$ cat config.mk
export PLATFORM = sky130hd
export DESIGN_NAME = pipe_hazard_ctrl
export DESIGN_NICKNAME = d
export VERILOG_FILES = /design/src/rtl/pipe_hazard_ctrl.sv
export SDC_FILE = /design/constraint.sdc
export NUM_CORES = 1
export LEC_CHECK = 0
export BUFFER_PORTS_ARGS = -buffer_cell sky130_fd_sc_hd__buf_2
export CAP_MARGIN = 10
export CORE_ASPECT_RATIO = 0.75
export CORE_MARGIN = 1.5
export CORE_UTILIZATION = 40
export DETAILED_ROUTE_END_ITERATION = 10
export PLACE_DENSITY = 0.74
export SKIP_LAST_GASP = 1
export SLEW_MARGIN = 30
export SYNTH_ARGS = -nofsm -noshare
export SYNTH_HDL_FRONTEND = slang
export SYNTH_SLANG_ARGS = --single-unit
$ cat constraint.sdc
create_clock -name clk -period 3.57 [get_ports clk]
set_input_delay 0.1785 -clock clk [delete_from_list [all_inputs] [get_ports clk]]
set_output_delay 0.1785 -clock clk [all_outputs]
set_load 0.1 [all_outputs]
$ cat src/rtl/pipe_hazard_ctrl.sv
// pipe_hazard_ctrl: pipeline enable/flush sequencer with load-use, branch and memory-wait handling.
// Optional performance counters (stall_cnt, flush_cnt) are built when PERF_CNT_EN is defined.
module pipe_hazard_ctrl #(
    parameter int REG_ADDR_W  = 3,
    parameter int MEM_TIMEOUT = 15,
    parameter int CNT_W       = 16
) (
    input  logic                  clk,
    input  logic                  rst,
    input  logic [REG_ADDR_W-1:0] ID_rs1,
    input  logic [REG_ADDR_W-1:0] ID_rs2,
    input  logic                  ID_use_rs1,
    input  logic                  ID_use_rs2,
    input  logic                  EX_memread,
    input  logic [REG_ADDR_W-1:0] EX_rd,
    input  logic                  EX_branch_taken,
    input  logic                  MEM_memread,
    input  logic                  MEM_memwrite,
    input  logic                  mem_ready,
    output logic                  pc_en,
    output logic                  IF_ID_en,
    output logic                  IF_ID_flush,
    output logic                  ID_EX_en,
    output logic                  ID_EX_flush,
    output logic                  EX_MEM_en,
    output logic                  MEM_WB_bubble,
    output logic                  stall,
    output logic                  mem_err
`ifdef PERF_CNT_EN
    ,
    output logic [CNT_W-1:0]      stall_cnt,
    output logic [CNT_W-1:0]      flush_cnt
`endif
);

    typedef enum logic [1:0] {
        RUN      = 2'd0,
        MEM_WAIT = 2'd1,
        ERR      = 2'd2
    } state_t;

    localparam logic [7:0] WaitLast = 8'(MEM_TIMEOUT - 1);

    state_t     state_q, state_d;
    logic [7:0] wait_cnt_q, wait_cnt_d;
    logic       mem_busy;
    logic       load_use;
    logic       flush_take;

    // Hazard terms; register 0 never carries a dependency.
    always_comb begin
        mem_busy = (MEM_memread | MEM_memwrite) & ~mem_ready;
        load_use = EX_memread & (EX_rd != '0)
                 & ((ID_use_rs1 & (ID_rs1 == EX_rd))
                 |  (ID_use_rs2 & (ID_rs2 == EX_rd)));
    end

    // Same-cycle pipeline controls, highest-priority condition first.
    always_comb begin
        pc_en         = 1'b1;
        IF_ID_en      = 1'b1;
        IF_ID_flush   = 1'b0;
        ID_EX_en      = 1'b1;
        ID_EX_flush   = 1'b0;
        EX_MEM_en     = 1'b1;
        MEM_WB_bubble = 1'b0;
        stall         = 1'b0;
        mem_err       = 1'b0;
        flush_take    = 1'b0;
        if (rst) begin
            pc_en         = 1'b0;
            IF_ID_en      = 1'b0;
            IF_ID_flush   = 1'b1;
            ID_EX_en      = 1'b0;
            ID_EX_flush   = 1'b1;
            EX_MEM_en     = 1'b0;
            MEM_WB_bubble = 1'b1;
        end else if (state_q == ERR) begin
            pc_en         = 1'b0;
            IF_ID_en      = 1'b0;
            ID_EX_en      = 1'b0;
            EX_MEM_en     = 1'b0;
            MEM_WB_bubble = 1'b1;
            mem_err       = 1'b1;
        end else if (mem_busy) begin
            // Freeze everything; branch/load-use stay visible in the frozen EX.
            pc_en         = 1'b0;
            IF_ID_en      = 1'b0;
            ID_EX_en      = 1'b0;
            EX_MEM_en     = 1'b0;
            MEM_WB_bubble = 1'b1;
            stall         = 1'b1;
        end else if (EX_branch_taken) begin
            // Squashes the ID instruction too, so a coincident load-use is moot.
            IF_ID_flush   = 1'b1;
            ID_EX_flush   = 1'b1;
            flush_take    = 1'b1;
        end else if (load_use) begin
            pc_en         = 1'b0;
            IF_ID_en      = 1'b0;
            ID_EX_flush   = 1'b1;
            stall         = 1'b1;
        end
    end

    // Memory-wait tracking and timeout into the absorbing error state.
    always_comb begin
        state_d    = state_q;
        wait_cnt_d = wait_cnt_q;
        unique case (state_q)
            RUN: begin
                if (mem_busy) begin
                    state_d    = MEM_WAIT;
                    wait_cnt_d = 8'd1;
                end
            end
            MEM_WAIT: begin
                if (!mem_busy) begin
                    state_d    = RUN;
                    wait_cnt_d = 8'd0;
                end else if (wait_cnt_q == WaitLast) begin
                    state_d    = ERR;
                end else begin
                    wait_cnt_d = wait_cnt_q + 8'd1;
                end
            end
            ERR: begin
                state_d = ERR;
            end
            default: begin
                state_d    = RUN;
                wait_cnt_d = 8'd0;
            end
        endcase
    end

    // Sequencer state registers.
    always_ff @(posedge clk or posedge rst) begin
        if (rst) begin
            state_q    <= RUN;
            wait_cnt_q <= 8'd0;
        end else begin
            state_q    <= state_d;
            wait_cnt_q <= wait_cnt_d;
        end
    end

`ifdef PERF_CNT_EN
    logic [CNT_W-1:0] stall_cnt_q, stall_cnt_d;
    logic [CNT_W-1:0] flush_cnt_q, flush_cnt_d;

    // Saturating event counters; stall and flush are both 0 in ERR, so they freeze there.
    always_comb begin
        stall_cnt_d = stall_cnt_q;
        flush_cnt_d = flush_cnt_q;
        if (stall && (stall_cnt_q != '1)) begin
            stall_cnt_d = stall_cnt_q + 1'b1;
        end
        if (flush_take && (flush_cnt_q != '1)) begin
            flush_cnt_d = flush_cnt_q + 1'b1;
        end
    end

    // Counter registers.
    always_ff @(posedge clk or posedge rst) begin
        if (rst) begin
            stall_cnt_q <= '0;
            flush_cnt_q <= '0;
        end else begin
            stall_cnt_q <= stall_cnt_d;
            flush_cnt_q <= flush_cnt_d;
        end
    end

    assign stall_cnt = stall_cnt_q;
    assign flush_cnt = flush_cnt_q;
`else
    if (CNT_W > 0) begin : g_no_perf
    end
`endif

endmodule

# Yosys cells after proc, flatten, opt, wreduce, memory -nomap -nowiden
# Cells that the tools add are included.
[word_totals]
elab_cells = 58
register_bits = 10
[classes]
reduce_logical = 4
mux = 34
addsub = 1
eq_ne = 8
n_bitwise = 9
[ops]
columns = ["cell", "count"]
rows = [
  ["two-way mux 1 bit", 26],
  ["two-way mux 8 bit", 3],
  ["case mux 8 bit (3 select lines)", 1],
  ["adder 8 x 1 -> 8 bit (second input constant)", 1],
  ["equality test 8 x 4 -> 1 bit (second input constant)", 1],
  ["equality test 3 bit", 2],
  ["two-way mux 2 bit", 3],
  ["inequality test 3 bit (second input constant)", 2],
  ["case mux 2 bit (3 select lines)", 1],
  ["AND 1 bit", 5],
  ["AND reduction 3 bit", 1],
  ["nonzero test 3 bit", 1],
  ["equality test 2 x 1 -> 1 bit (second input constant)", 1],
  ["equality test 2 bit (second input constant)", 1],
  ["zero test 2 bit", 1],
  ["inequality test 2 bit (second input constant)", 1],
  ["NOT 1 bit", 2],
  ["OR 1 bit", 2],
  ["AND reduction 2 bit", 1],
]

# Depth between registers and ports, before layout
# Gate-level depths: netlist of run 1.
[logic_depth]
ltp_word = 9
depth_mapped = 5

# Worst setup path after synthesis of run 1
# OpenSTA, ideal clock, no wires.
[synth_timing]
path_kind = "flip-flop to output port"
startpoint = "register state_q[0]"
endpoint = "output pc_en"
arrival_time_ns = 3.862
path_stages_with_launch = 6
path_slack_ns = -0.470
path_cell_list = "dfrtp_1 -> buf_2 -> nand2b_1 -> nand3_1 -> a21oi_1 -> buf_4"
[synth_via]
elab_chain_len = 3
[synth_rtl]
columns = ["item", "line_no", "rtl"]
rows = [
  ["from (decl)", "44", "state_t state_q, state_d;"],
  ["from (signal assigned)", "143", "state_q <= state_d;"],
  ["equality test 2 bit", "78", "end else if (state_q == ERR) begin"],
  ["two-way mux 1 bit (2 in a row)", "n/a", ""],
  ["to (decl)", "20", "output logic pc_en,"],
]
# Every way passes these cells.

# Final worst setup path of run 1
[layout_timing]
startpoint = "input rst"
endpoint = "output stall"
[layout_via]
elab_chain_len = 1
[layout_rtl]
columns = ["item", "line_no", "rtl"]
rows = [
  ["from (decl)", "9", "input logic rst,"],
  ["two-way mux 1 bit", "70", "if (rst) begin"],
  ["to (decl)", "27", "output logic stall,"],
]
# Every way passes these cells.

==> results, run 1 <==
- The run finished with clean final reports.
- The number of enable-type register cells in the synthesized netlist is 0.
- The count of final hold-check violations is 0.
- The overall global routing resource usage is slightly below 20%.
- The post-synthesis register bit count is 10.
- The core occupancy in the finished layout is 52.56%.
- The most frequent cell after synthesis is sky130_fd_sc_hd__nand2_1.
- The cell taking the most area after synthesis is sky130_fd_sc_hd__dfrtp_1.
- The worst vdd rail ir drop is roughly 0.00016 V.
- Entering global routing, the biggest net connects 14 pins.
- The net total in the final layout is 135.
- The effective utilization at floorplan is 43.16%.
- Dividing the detail-routed wire length by the instance count gives 13.22 µm.
- The floorplan die width is 53.28 µm.
- The switching component of the power is 124.5 µW.
- The core region is 0.001757 mm².
- The repair_antennas step left the layout with diodes totalling 0.
- In this run the tightest slew margin relative to its limit is 67.95%.
- The part of the Yosys area used for sequential elements is 33.00%.
- The switching power as a share of total power is between 30% and 40%.
- The share of post-route cells with drive strength above 1 is 31.86%.
- STA classifies the critical path startpoint as an input port.
- The CTS clock-pin slew for the worst setup and hold paths is 0.06 ns.
- Setup repair after global routing left no endpoint under its margin.
- The synthesized netlist occupies a cell area of 758.2 µm².
- In this run the number of H-tree levels came out at 1.
- The static leakage is 0.4454 nW.
- The final route contains ~710 vias.
- The number of core rows is 13.
- The slew at the pin closest to its max-slew limit is 0.4841 ns.
- The minimum clock period is around 2.2 ns.
- The number of I/O pins is 27.
- The post-cts hold buffer count is 1.
- The Yosys warning count is 0.
- The cell at the root of the clock tree is sky130_fd_sc_hd__clkbuf_4.
- The number of sinks on the clock net is 10.
- The power per cell area is 339.0 mW/mm².
- The design draws 313.1 µW.
- The number of antenna violations at the first check in global routing came to 0.
- The critical path class is input port to output pin.
- After global routing the overflow that remains totals 0.
- The most used flip-flop cell after synthesis is sky130_fd_sc_hd__dfrtp_1.
- The number of setup buffers added after CTS is 0.
- Of the total power, registers draw 40.2%.
- The worst min-delay path category is input port to async pin.
- The internal power component is 188.5 µW.
- The final count of pins violating max slew was 0.
- The global-route wire length before repair is between 2000 and 3000 µm.
- Setup violations remaining at the end of the flow were counted as 0.
- The number of gates resized after CTS was 0.
- Final hold analysis gives a worst-case slack of 0.4707 ns.
- Of the total power, combinational logic draws 35.0%.
- The number of global-route vias before repair came to 662.
- Compared with the post-synthesis result, the final layout area differs by 21.78%.
- The count of buffers added on input and output ports is 26.
- At the end of routability-driven placement, the weighted congestion stood at between 0.7 and 0.8.
- The area share of the leading cell type in the synthesized netlist is ~33%.
- The required time at the endpoint of the critical path is 3.39 ns.
- Clock skew on the completed layout was measured at 0.001954 ns.
- The final design instance area without fill is 923.4 µm².
- The clock passes through at most 2 buffers.
- The die span in y is 40.71 µm.
- The total DRC errors in the routed layout is 0.
- Clock tree synthesis inserted a total of 3 buffers.
- The commonest cells after synthesis are 12 x sky130_fd_sc_hd__nand2_1, 10 x sky130_fd_sc_hd__dfrtp_1, 9 x sky130_fd_sc_hd__xnor2_1.
- Of all nets on the critical path, the largest fanout is 13.
- The share of async-settable or async-resettable flops after synthesis is 100.0%.
- The die covers 0.002169 mm².
- Ranked by total cell area, the synthesized netlist is headed by sky130_fd_sc_hd__dfrtp_1 33%, sky130_fd_sc_hd__xnor2_1 10%, sky130_fd_sc_hd__nand2_1 5.9%, sky130_fd_sc_hd__o22ai_1 4.1%, sky130_fd_sc_hd__nor2_1 4.0%.
- Once placement finished, the instance area stood at 890.9 µm².
- The distinct cell type count after synthesis is 30.
- The pre-antenna-repair detailed-routing pass consisted of 4 iterations.
- Timing would allow up to 454.6 MHz.
- The final worst-path cycle share is 61.61%.
- The share of total power dissipated in the clock network is ~25%.
- The post-synthesis net count is 108.
- Max-cap violations in this run came to 0.
- After technology mapping, the gate count stands at 88.
- At the worst endpoint, the arrival time is 2.02 ns.
- TritonCTS built the clock tree.
- The number of violations reported at the end of detailed-routing iteration 0 is 16.
- At the later pin of the worst-skew pair, clock insertion delay measures 0.27 ns.
- STA classifies the critical path endpoint as an output pin.
- In the final timing run, aggregate negative setup slack is 0 ns.
- Detailed placement finished with a half-perimeter wire length of approximately 1300 µm.
- For this block, the routed nets add up to 1785 µm of wire.
- The detail route stage leaves a number of antenna-violating nets equal to 0.
- In this run the mean area of a mapped cell was between 8 and 9 µm².
- Dividing the detail-routed via count by the number of cells gives 5.222.
state kept, by name (all words and copies together) (netlist names):
| name | flops |
|---|---|
| wait_cnt_q | 8 |
| state_q | 2 |
power groups by stage:
stage	logic (mW)	clock network [mW]	registers, mW
global placement	0.107	0	0.127
floorplan	0.0893	0	0.124
global route	0.117	0.0857	0.127
finish	0.110	0.0777	0.126
CTS	0.109	0.0786	0.125
detailed placement	0.108	0	0.127
logic make-up after synthesis:
group,after synthesis,synth area share (%)
xor+xnor,12,13.86
simple gates,36,26.24
compound gates,18,17.33
flops,10,33.00
buf+inv,10,6.270
fa+ha+maj,2,3.300
metrics by stage:
step                      worst slack, ns  std cells
after floorplan                    0.2097         88
after global placement              1.854        131
after CTS                           1.331        135
final                               1.370        135
after detailed placement            1.816        131
after global routing                1.141        135
cell usage in the layout (no fill, tap or decap), types with 2 or more instances in the layout:
| master | n |
|---|---|
| sky130_fd_sc_hd__nand3_1 | 4 |
| sky130_fd_sc_hd__xnor2_1 | 9 |
| sky130_fd_sc_hd__nand2_1 | 12 |
| sky130_fd_sc_hd__xor2_1 | 3 |
| sky130_fd_sc_hd__a31oi_1 | 2 |
| sky130_fd_sc_hd__o2bb2ai_1 | 3 |
| sky130_fd_sc_hd__o22ai_1 | 5 |
| sky130_fd_sc_hd__nor2_1 | 8 |
| sky130_fd_sc_hd__ha_1 | 2 |
| sky130_fd_sc_hd__inv_1 | 5 |
| sky130_fd_sc_hd__clkbuf_4 | 3 |
| sky130_fd_sc_hd__nand4_1 | 4 |
| sky130_fd_sc_hd__dfrtp_1 | 10 |
| sky130_fd_sc_hd__buf_2 | 26 |
critical path, stage by stage:
cell	delay, ns
sky130_fd_sc_hd__dlygate4sd3_1	0.53
sky130_fd_sc_hd__buf_2	0.12
sky130_fd_sc_hd__inv_1	0.34
sky130_fd_sc_hd__nand2_1	0.13
sky130_fd_sc_hd__nor3_1	0.16
sky130_fd_sc_hd__o2bb2ai_1	0.12
sky130_fd_sc_hd__buf_2	0.44
worst paths after layout:
path	from	to	slack, ns	cells past startpoint
min in group clk	mem_ready	wait_cnt_q[0]$_DFFE_PP0P_	0.51	5
min	rst	wait_cnt_q[1]$_DFFE_PP0P_	0.47	3
max	rst	stall	1.37	7
max reg2reg	wait_cnt_q[4]$_DFFE_PP0P_	wait_cnt_q[1]$_DFFE_PP0P_	2.01	4
max in group asynchronous	rst	wait_cnt_q[3]$_DFFE_PP0P_	2.79	3
min reg2reg	wait_cnt_q[3]$_DFFE_PP0P_	wait_cnt_q[3]$_DFFE_PP0P_	0.57	1
final cells by class:
| type | count | area, µm² |
|---|---|---|
| clock buffers | 3 | 22.52 |
| fillers | 169 | 833.3 |
| inverters | 5 | 18.77 |
| multi-input cells | 68 | 464.2 |
| flip-flops and latches | 10 | 250.2 |
| well taps | 22 | 27.53 |
| repair buffers | 27 | 140.1 |
metal layers:
metal / GRT usage (%) / part of all wire [%] / up-vias / wire length [µm]
met5: 0 / 0 / - / 0
met4: 7.051 / 1.1 / 0 / 19
met3: 6.934 / 4.1 / 5 / 74
met2: 34.26 / 49 / 16 / 872
met1: 22.66 / 46 / 326 / 819
li1: - / - / 358 / -
Power figures use the tool's default switching activity.
==> inputs of run 2 (changes only) <==
- PLACE_DENSITY: 0.74 -> 0.77
- clock period: 3.57 -> 2 ns (I/O delays scaled with it)
==> run 2 against run 1 <==
  * Cell count increased by 2.2%
  * Core utilization increased by 3.8 points
  * Sequential share of layout area decreased by 1.8 points
  * Count of clock-buffer cells in the layout increased by 1
  * Largest power group unchanged
  * Flip-flop and latch count unchanged
  * Largest cell class unchanged
  * Wire length increased by 11%
  * Highest routed layer unchanged
==> results, run 2 (synthesized netlist as in run 1, its figures left out) <==
- For the worst-skew pair, the clock arrives at the later sink with an insertion delay of 0.28 ns.
- STA classifies the critical path endpoint as an output pin.
- The slew at the pin closest to its max-slew limit is 0.5722 ns.
- The floorplan die width is 53.28 µm.
- The total of endpoints with negative setup slack in the final report is 0.
- For this design the top-level I/O count stands at 27.
- Leaving out filler cells and counting taps, the final layout contains 138.
- Data arrives at the worst endpoint at 1.83 ns.
- Once the floorplan was initialized, standard cells occupied 43.16% of the core.
- Entering global routing, the biggest net connects 11 pins.
- The switching power as a share of total power is 38.09%.
- Between clock sinks in the finished design, the worst skew comes to about 0.0084 ns.
- Summing all placed instances gives a cell area of ~940 µm².
- Of the total power, registers draw 35.8%.
- Max-cap violations in this run came to 0.
- The congestion estimate from routability-driven global placement came to 0.7706.
- The minimum clock period is 1.928 ns.
- The minimum setup slack among reg-to-reg paths is 0.48 ns.
- The count of final hold-check violations is 0.
- In this run the number of H-tree levels came out at 1.
- The global-route wire length before repair is between 3000 and 4000 µm.
- The run finished with clean final reports.
- The beginning of the critical path is rst.
- The cell at the root of the clock tree is sky130_fd_sc_hd__clkbuf_4.
- The finished cells cover ~990 µm².
- Across the VDD grid, the largest voltage drop is 0.0003550 V.
- The final count of pins violating max slew is 0.
- The instance count after placement with tap cells included is 133.
- The final worst-path cycle share is 96.40%.
- The maximum clock frequency is 518.7 MHz.
- The post-route antenna net violation count is 0.
- The placed wire-length estimate is 1569 µm.
- The die span in y is 40.71 µm.
- For this run, the total global-route usage over all layers was measured as about a fifth.
- The number of instances resized during post-cts repair is 0.
- The normalized max-slew margin is 61.77%.
- After detailed routing, the number of remaining DRC violations is 0.
- The register with the most flip-flops in the layout has 8 of them.
- Clock-pin slew was measured on the worst setup and hold paths at 0.07 ns.
- The min-delay analysis places its worst path in the category input port to async pin.
- Leaving out fill and tap cells, the most frequent cell in the layout is sky130_fd_sc_hd__buf_2.
- The startpoint identified for the worst register-to-register timing path is wait_cnt_q[4]$_DFFE_PP0P_.
- The detailed-route via count is 766.
- The final routed wirelength across all metal layers is 1981 µm.
- Buffers placed on the I/O ports in this run total 26.
- The floorplan step defined a die boundary enclosing 0.002169 mm².
- The number of core rows is 13.
- The final antenna diode count is 0.
- The number of violations reported at the end of detailed-routing iteration 0 is 16.
- The share of post-route cells with drive strength above 1 is 37.93%.
- The required time at the endpoint of the critical path is 1.90 ns.
- The largest registers in the layout are wait_cnt_q (8), state_q (2).
- The critical path class is input port to output pin.
- After detailed routing, the average wire length per cell comes to 14.36 µm.
- Setup repair after global routing left no endpoint under its margin.
- Measured in cells, the most critical reg-to-reg path has a length of 4.
- Compared with the post-synthesis result, the final layout area differs by 30.69%.
- Cell internal power was estimated by the tool at 383.7 µW.
- The maximum buffer depth of the clock tree is 2.
- In this run the power density over the cells is 625.5 mW/mm².
- The register name with the most flops is wait_cnt_q.
- The overflow left after global routing is 0.
- The portion of total power attributed to combinational logic is 34.4%.
- In this run the worst path has a maximum fanout of 4.
- The final layout contains 137 nets.
- The number of buffers inserted during clock tree synthesis is 3.
- The worst setup path is launched from an input port.
- The endpoint identified for the worst register-to-register timing path is wait_cnt_q[1]$_DFFE_PP0P_.
- In this run the static leakage power is 0.4664 nW.
- The clock tree from TritonCTS is done.
- The tree built by TritonCTS fans out to 10 sinks.
- The part of the power in the clock network is between 20% and 30%.
- The number of detailed-route iterations in the first pass is 4.
- In the layout the commonest cells are 26 x sky130_fd_sc_hd__buf_2, 12 x sky130_fd_sc_hd__nand2_1, 10 x sky130_fd_sc_hd__dfrtp_1.
- The switching component of the power is 236.1 µW.
- The number of antenna violations at the first check in global routing came to 0.
- The number of global-route vias before repair came to 719.
- The capture point of the critical path is stall.
- The area of the core is ~0.0018 mm².
- Across all hold checks on the routed design, the worst slack comes to between 0.4 and 0.5 ns.
- The via density per instance is between 5 and 6.
==> run 2: worst min-delay path by stage <==
stage                     start  cells after the start                   endpoint
after global placement      rst                      3     state_q[0]$_DFFE_PP0P_
after global routing        rst                      4  wait_cnt_q[0]$_DFFE_PP0P_
after detailed placement    rst                      3     state_q[1]$_DFFE_PP0P_
final                       rst                      4  wait_cnt_q[0]$_DFFE_PP0P_
after CTS                   rst                      4  wait_cnt_q[0]$_DFFE_PP0P_
after floorplan             rst                      1     state_q[0]$_DFFE_PP0P_
==> run 2: per-stage QoR <==
stage	util (%)	setup WS [ns]	total power, mW	TNS [ns]
3_5_place_dp	53.77	0.4372	0.4360	0
5_1_grt	56.41	0.02113	0.6520	0
4_1_cts	56.41	0.07080	0.6218	0
6_report	56.41	0.07204	0.6198	0
3_3_place_gp	53.77	0.5179	0.4287	0
2_1_floorplan	-	-0.1710	0.3922	-0.2206
==> run 2: layout make-up <==
type,count,area (µm²)
sequential,10,250.2
inverter,5,22.52
timing repair buffer,29,155.1
multi-input combinational,68,499.2
clock buffer,4,36.28
fill,158,765.7
tap,22,27.53
==> run 2: power by group through the flow <==
stage	clock network (mW)	logic, mW	registers [mW]
floorplan	0	0.171	0.221
global placement	0	0.205	0.224
detailed placement	0	0.212	0.224
CTS	0.187	0.214	0.221
global route	0.204	0.225	0.223
finish	0.185	0.213	0.222
==> run 2: metal layers <==
metal / track usage, % / vias up / share of wire, %
li1: - / 363 / -
met1: 22.05 / 375 / 40
met2: 37.35 / 24 / 55
met3: 7.664 / 4 / 3.9
met4: 10.26 / 0 / 1.3
met5: 0 / - / 0
==> run 2: critical path: stages <==
cell and delay [ns]:
sky130_fd_sc_hd__dlygate4sd3_1 0.53, sky130_fd_sc_hd__buf_2 0.12, sky130_fd_sc_hd__inv_1 0.15, sky130_fd_sc_hd__nand2_1 0.12, sky130_fd_sc_hd__nor3_1 0.22, sky130_fd_sc_hd__o2bb2ai_2 0.13, sky130_fd_sc_hd__buf_2 0.45
==> run 2: what timing repair did <==
item                      4_1_cts  5_1_grt
hold buffers                    1        0
hold endpoints to repair       10        0
buffers inserted                0        0
